--- config.mk ---
export PLATFORM = sky130hd
export DESIGN_NAME = mem_store_monitor
export DESIGN_NICKNAME = d
export VERILOG_FILES = /design/src/rtl/mem_store_monitor.sv
export SDC_FILE = /design/constraint.sdc
export NUM_CORES = 1
export LEC_CHECK = 0
export BUFFER_PORTS_ARGS = -buffer_cell sky130_fd_sc_hd__buf_2
export CORE_ASPECT_RATIO = 1.2
export CORE_MARGIN = 10
export CORE_UTILIZATION = 45
export CTS_BUF_LIST = sky130_fd_sc_hd__clkbuf_4 sky130_fd_sc_hd__clkbuf_8
export DETAILED_ROUTE_END_ITERATION = 16
export PLACE_DENSITY = 0.6
export SYNTH_ARGS = -nofsm -noshare
export SYNTH_HDL_FRONTEND = slang
export SYNTH_SLANG_ARGS = --single-unit
--- constraint.sdc ---
create_clock -name clk -period 8.9 [get_ports clk]
set_input_delay 0.89 -clock clk [delete_from_list [all_inputs] [get_ports clk]]
set_output_delay 0.89 -clock clk [all_outputs]
set_load 0.03 [all_outputs]
--- src/rtl/mem_store_monitor.sv ---
// mem_store_monitor: watches the core data-memory store port, records every
// store in a first-word-fall-through trace FIFO and derives a pass / fail /
// timeout verdict from the store stream.
//
// Ports:
//   clk, reset                 rising-edge clock, async active-high reset
//   mem_write, data_adr,       core store strobe, address and data
//   write_data
//   trace_valid/trace_ready    head-of-FIFO handshake toward the debug reader
//   trace_adr, trace_data      oldest captured store
//   trace_count                FIFO occupancy, 0..DEPTH
//   overflow                   sticky: a store was dropped on a full FIFO
//   done, pass, fail, timeout  verdict flags (one-hot among pass/fail/timeout)
module mem_store_monitor #(
  parameter int unsigned DEPTH     = 8,
  parameter logic [31:0] PASS_ADR  = 32'd84,
  parameter logic [31:0] PASS_DATA = 32'd7,
  parameter logic [31:0] ALLOW_ADR = 32'd80,
  parameter int unsigned TIMEOUT   = 1000
) (
  input  logic                     clk,
  input  logic                     reset,
  input  logic                     mem_write,
  input  logic [31:0]              data_adr,
  input  logic [31:0]              write_data,
  output logic                     trace_valid,
  input  logic                     trace_ready,
  output logic [31:0]              trace_adr,
  output logic [31:0]              trace_data,
  output logic [$clog2(DEPTH):0]   trace_count,
  output logic                     overflow,
  output logic                     done,
  output logic                     pass,
  output logic                     fail,
  output logic                     timeout
);

  localparam int unsigned AW = $clog2(DEPTH);
  localparam int unsigned CW = AW + 1;
  localparam int unsigned TW = $clog2(TIMEOUT) + 1;

  typedef struct packed {
    logic [31:0] adr;
    logic [31:0] data;
  } entry_t;

  typedef enum logic [1:0] {
    ST_RUN     = 2'd0,
    ST_PASS    = 2'd1,
    ST_FAIL    = 2'd2,
    ST_TIMEOUT = 2'd3
  } state_e;

  entry_t           mem_q [DEPTH];
  logic [AW-1:0]    wr_ptr_q, wr_ptr_d;
  logic [AW-1:0]    rd_ptr_q, rd_ptr_d;
  logic [CW-1:0]    count_q, count_d;
  logic             valid_q;
  logic             overflow_q, overflow_d;

  state_e           state_q, state_d;
  logic [TW-1:0]    cyc_q, cyc_d;
  logic             done_q, pass_q, fail_q, timeout_q;

  logic             full_c;
  logic             pop_c;
  logic             push_c;
  logic             drop_c;
  logic             store_pass_c;
  logic             store_fail_c;

  // FIFO control: a pop frees a slot in the same cycle, so push-while-full
  // is accepted whenever the reader pops concurrently.
  always_comb begin
    full_c     = (count_q == CW'(DEPTH));
    pop_c      = valid_q & trace_ready;
    push_c     = mem_write & (~full_c | pop_c);
    drop_c     = mem_write & full_c & ~pop_c;
    wr_ptr_d   = wr_ptr_q;
    rd_ptr_d   = rd_ptr_q;
    count_d    = count_q;
    overflow_d = overflow_q | drop_c;
    if (push_c) wr_ptr_d = wr_ptr_q + AW'(1);
    if (pop_c)  rd_ptr_d = rd_ptr_q + AW'(1);
    case ({push_c, pop_c})
      2'b10:   count_d = count_q + CW'(1);
      2'b01:   count_d = count_q - CW'(1);
      default: count_d = count_q;
    endcase
  end

  // FIFO state registers
  always_ff @(posedge clk or posedge reset) begin
    if (reset) begin
      wr_ptr_q   <= '0;
      rd_ptr_q   <= '0;
      count_q    <= '0;
      valid_q    <= 1'b0;
      overflow_q <= 1'b0;
    end else begin
      wr_ptr_q   <= wr_ptr_d;
      rd_ptr_q   <= rd_ptr_d;
      count_q    <= count_d;
      valid_q    <= (count_d != '0);
      overflow_q <= overflow_d;
    end
  end

  // Storage needs no reset: entries are only visible while trace_valid=1.
  always_ff @(posedge clk) begin
    if (push_c) mem_q[wr_ptr_q] <= '{adr: data_adr, data: write_data};
  end

  // Verdict next-state: store-based verdicts take priority over timeout.
  always_comb begin
    store_pass_c = mem_write & (data_adr == PASS_ADR) & (write_data == PASS_DATA);
    store_fail_c = mem_write & (data_adr != ALLOW_ADR) & ~store_pass_c;
    state_d      = state_q;
    cyc_d        = cyc_q;
    case (state_q)
      ST_RUN: begin
        cyc_d = cyc_q + TW'(1);
        if (store_pass_c)                       state_d = ST_PASS;
        else if (store_fail_c)                  state_d = ST_FAIL;
        else if (cyc_q == TW'(TIMEOUT - 1))     state_d = ST_TIMEOUT;
      end
      default: begin
        state_d = state_q;
        cyc_d   = cyc_q;
      end
    endcase
  end

  // Verdict registers; flags are registered alongside the state they decode.
  always_ff @(posedge clk or posedge reset) begin
    if (reset) begin
      state_q   <= ST_RUN;
      cyc_q     <= '0;
      done_q    <= 1'b0;
      pass_q    <= 1'b0;
      fail_q    <= 1'b0;
      timeout_q <= 1'b0;
    end else begin
      state_q   <= state_d;
      cyc_q     <= cyc_d;
      done_q    <= (state_d != ST_RUN);
      pass_q    <= (state_d == ST_PASS);
      fail_q    <= (state_d == ST_FAIL);
      timeout_q <= (state_d == ST_TIMEOUT);
    end
  end

  assign trace_valid = valid_q;
  assign trace_adr   = mem_q[rd_ptr_q].adr;
  assign trace_data  = mem_q[rd_ptr_q].data;
  assign trace_count = count_q;
  assign overflow    = overflow_q;
  assign done        = done_q;
  assign pass        = pass_q;
  assign fail        = fail_q;
  assign timeout     = timeout_q;

endmodule

==> key figures <==
STA
  – Number of max-slew violations in the final report: 0
  – Slew of the pin with the lowest slew margin: between 1 and 1.5 ns
  – Hold violation count in the final report: 0
  – Worst slew margin: 0.2571
  – Final Skew: roughly 0.022 ns
  – Final setup TNS: 0 ns
  – Crit path time final: 4.517 ns
  – Upper clock frequency limit: approximately 0.22 GHz
  – Worst Setup Slack, final: about 4.4 ns
  – Portion of the clock cycle consumed by the worst path in the final layout: 0.5075
  – Count of final setup violators: 0
  – Unrepaired setup endpoints after global routing: no

Synth
  – Synth Area in Compound Gates: 0.004480
  – Number of synthesized register bits: 541
  – Number of synthesized flops with an enable pin: approximately 500
  – XOR/XNOR share of the synthesized area: 0.006780
  – Syn avg cell area: around 23 um2
  – Number of cells produced by synthesis: around 890
  – Post-synthesis async set-or-reset flop share: 0.05360
  – Fraction of the mapped netlist area in simple logic gates: 0.02107
  – Yosys warning total: 0
  – Post-synthesis sequential area ratio: 0.7790
  – Main combinational cell family by area after synthesis: multiplexers
  – Synth Area in Adders: 0.003996
  – Syn Nets: between 900 and 1000
  – Post-synth cell types: 39
  – Primary flip-flop cell chosen by synthesis mapping: sky130_fd_sc_hd__edfxtp_1
  – Portion of netlist area occupied by mux cells: 0.1767
  – Area of the mapped netlist: between 20000 and 25000 um2

Placed design
  – Routability congestion estimate from global placement: ~0.7
  – Instance area at placement: approximately 22000 um2
  – Placed cells: 1623
  – Post-DP HPWL: ~24000 um
  – Placement-stage worst setup slack: 4.993 ns
  – Port Buffer Count: ~140

Global route
  – Sum of overflow across all layers after global routing: 0
  – First-pass GRT wire length: 67290 um
  – Total global-route track usage: 0.1635
  – Initial antenna violation count: 3
  – Number of global-route vias before repair: 10732
  – Largest net degree at the start of global routing: a little under 90

Critical path
  – Ordered cell list for the critical path: buf_4, mux4_2, mux2_2, buf_2
  – Worst Path Arrival: about 3.6 ns
  – Critical path's top delay family: buffers and inverters
  – Worst-case reg-to-reg path depth: 6
  – Max stage delay cell, worst path: sky130_fd_sc_hd__dfrtp_4
  – Delay of the slowest critical-path stage: ~1.1 ns
  – Launch instance of the worst register-to-register path: trace_count[3]$_DFF_PP0_
  – Peak fanout along the critical path: a little under 70
  – Crit path launch type: flop
  – Data required time at the worst endpoint: 8.01 ns
  – Internal reg-to-reg setup slack: ~5.8 ns
  – Critical Path End Type: primary output
  – Buffers and inverters on the worst path: 2
  – RR Endpoint: mem_q[3][60]$_DFFE_PP_
  – Crit Path Class: reg -> out

Clock network
  – Post-CTS setup repair buffer count: 0
  – Clock H-tree levels: 3
  – CTS resizes: 0
  – Count of hold buffers inserted by post-cts repair: 0
  – Number of sinks driven by the clock tree: between 500 and 600
  – TritonCTS clock tree: yes
  – Clock network latency to the later pin of the worst-skew pair: between 0.6 and 0.7 ns
  – Bufs on Longest Clock Path: 3
  – Root Driver: sky130_fd_sc_hd__clkbuf_8
  – Clock-pin slew reported for the worst setup and hold paths after clock tree synthesis: 0.07 ns
  – Number of buffers created by CTS: between 80 and 90

Cells and area
  – Layout net count: ~1200
  – Final instance area: roughly 24000 um2
  – Post-route non-filler standard cell count: between 1500 and 2000
  – Layout cell share with drive strength beyond 1: 0.4272
  – Area Growth Syn to Fin: 14.69%

Route
  – Drt drc: 0
  – DRC violation total after the first TritonRoute iteration: 630
  – WL final: about 44000 um
  – Vias per std cell: 5.427
  – Antenna violation net count after detailed routing: 0
  – Via count: around 9600
  – Detailed-router iteration count before antenna repair: 4
  – Wire per inst: about 25 um

Power and ir drop
  – Switching part of the total: 0.3322
  – Part of the total power dissipated in combinational logic: 0.321
  – Register share of total power: 0.432
  – Share of power burned in the clock network: 0.247
  – LEAKAGE: about 7.8 nW
  – P per Cell Area: ~330 nW/um2
  – Switching power summed over all nets: approximately 0.0026 W
  – Total chip power: slightly below 0.008 W
  – Design internal power: between 0.005 and 0.006 W
  – Worst IR Drop VDD: 0.1698 mV

Floorplanning
  – Top-level I/O count: ~140
  – Overall die height: ~250 um
  – Row cnt: 85
  – Floorplan die area: ~55000 um2
  – Core area: 45200 um2
  – Initial cell density of the core: 0.4572
  – Horizontal die dimension: roughly 220 um

Job
  – Max-capacitance violation count: 0

Status
  – Result of the run: completed

Worst hold path
  – Class of the most critical hold timing path: in -> async
[state kept, by name, summed over array words and instances, names as in the netlist]
| name | flops |
|---|---|
| cyc_q | 11 |
| done | 1 |
| fail | 1 |
| mem_q | 512 |
| overflow | 1 |
| pass | 1 |
| rd_ptr_q | 3 |
| state_q | 2 |
| timeout | 1 |
| trace_count | 4 |
| trace_valid | 1 |
| wr_ptr_q | 3 |
[Yosys cell counts, drive strengths merged (4+ instances only)]
cell,n,area [um2]
buf,22,97.60
nand2,18,75.07
dfrtp,29,725.7
nand3,5,30.03
nor3,5,25.02
nor4,11,68.82
inv,5,18.77
nor4b,4,35.03
nor2,16,60.06
ha,5,62.56
mux2,67,758.2
edfxtp,512,15370
nand4,10,62.56
mux4,128,2883
a21oi,4,20.02
xnor2,11,96.34
xor2,5,43.79
a21o,4,31.28
clkbuf,13,48.80
[placed cells by master, fill, tap and decap left out, types with 2 or more instances in the layout]
cell type and n:
sky130_fd_sc_hd__clkinv_2 6, sky130_fd_sc_hd__a21oi_1 4, sky130_fd_sc_hd__inv_6 3, sky130_fd_sc_hd__nor4b_1 4, sky130_fd_sc_hd__clkbuf_4 29, sky130_fd_sc_hd__nand3_1 4
sky130_fd_sc_hd__buf_2 141, sky130_fd_sc_hd__a21o_1 3, sky130_fd_sc_hd__inv_1 5, sky130_fd_sc_hd__nand4_1 10, sky130_fd_sc_hd__nor3_1 3, sky130_fd_sc_hd__xnor2_1 11
sky130_fd_sc_hd__clkbuf_8 86, sky130_fd_sc_hd__nor2b_1 2, sky130_fd_sc_hd__buf_4 14, sky130_fd_sc_hd__nand2b_1 3, sky130_fd_sc_hd__nor2_1 10, sky130_fd_sc_hd__mux4_2 128
sky130_fd_sc_hd__edfxtp_1 512, sky130_fd_sc_hd__or2_2 2, sky130_fd_sc_hd__dfrtp_4 3, sky130_fd_sc_hd__nor2_4 6, sky130_fd_sc_hd__nor3_2 2, sky130_fd_sc_hd__nor4_1 11
sky130_fd_sc_hd__dfrtp_1 26, sky130_fd_sc_hd__nand2_1 17, sky130_fd_sc_hd__clkinv_1 15, sky130_fd_sc_hd__ha_1 5, sky130_fd_sc_hd__xor2_1 5, sky130_fd_sc_hd__mux2_2 66
[stage by stage]
stage	utilization	hold WS [ns]
after global routing	0.5244	0.3028
after detailed placement	0.4907	0.4670
after global placement	0.4907	0.4657
after CTS	0.5244	0.2565
final	0.5244	0.3047
after floorplan	-	0.4426
[metal layers]
layer,global-route usage,vias up,share of wire
li1,-,4172,-
met1,0.2070,5114,0.42
met2,0.2710,223,0.51
met3,0.03852,60,0.050
met4,0.06101,4,0.021
met5,0,-,0.00061
[worst register-to-register path, delay by kind of cell, from the launching register on]
kind | cells | cell delay, ns
buffers and inverters | 1 | 0.68
flip-flops | 1 | 0.41
AND/OR/NAND/NOR | 5 | 1.63
[how the worst max path moves through the flow]
stage                                        from                    end  slack, ns  cells past startpoint
after floorplan                       trace_ready  mem_q[0][0]$_DFFE_PP_       2.48                      4
after global placement    rd_ptr_q[1]$_DFFE_PP0N_          trace_data[6]       4.97                      4
after detailed placement  rd_ptr_q[1]$_DFFE_PP0N_          trace_data[3]       4.99                      4
after CTS                 rd_ptr_q[1]$_DFFE_PP0N_          trace_data[3]       4.26                      4
after global routing      rd_ptr_q[1]$_DFFE_PP0N_          trace_adr[14]       4.20                      4
final                     rd_ptr_q[1]$_DFFE_PP0N_          trace_data[3]       4.38                      4
[power by group through the flow]
| stage | Clock [W] | Combinational, W | Sequential (W) |
|---|---|---|---|
| finish | 0.00193 | 0.00251 | 0.00338 |
| global placement | 0 | 0.00258 | 0.00343 |
| CTS | 0.00198 | 0.00259 | 0.00339 |
| detailed placement | 0 | 0.00258 | 0.00344 |
| floorplan | 0 | 0.00193 | 0.00330 |
| global route | 0.00211 | 0.00269 | 0.00342 |
[cell families (layout without fill, tap and decap cells)]
family | Yosys count | in the layout
AO/OA/AOI/OAI | 14 | 14
XOR/XNOR | 16 | 16
adder cells (fa/ha/maj) | 6 | 6
buffers and inverters | 40 | 301
flip-flops | 541 | 541
multiplexers | 196 | 196
other | 0 | 1
AND/OR/NAND/NOR | 80 | 80
[cell type report]
| class | count | area (um2) |
|---|---|---|
| Inverter | 5 | 18.77 |
| Timing Repair Buffer | 156 | 830.8 |
| Sequential cell | 541 | 16110 |
| Clock inverter | 25 | 120.1 |
| Tap cell | 609 | 762.0 |
| Antenna cell | 1 | 2.502 |
| Multi-Input combinational cell | 312 | 4457 |
| Clock buffer | 115 | 1401 |
| Fill cell | 3581 | 21500 |
(Power assumes the default switching activity.)
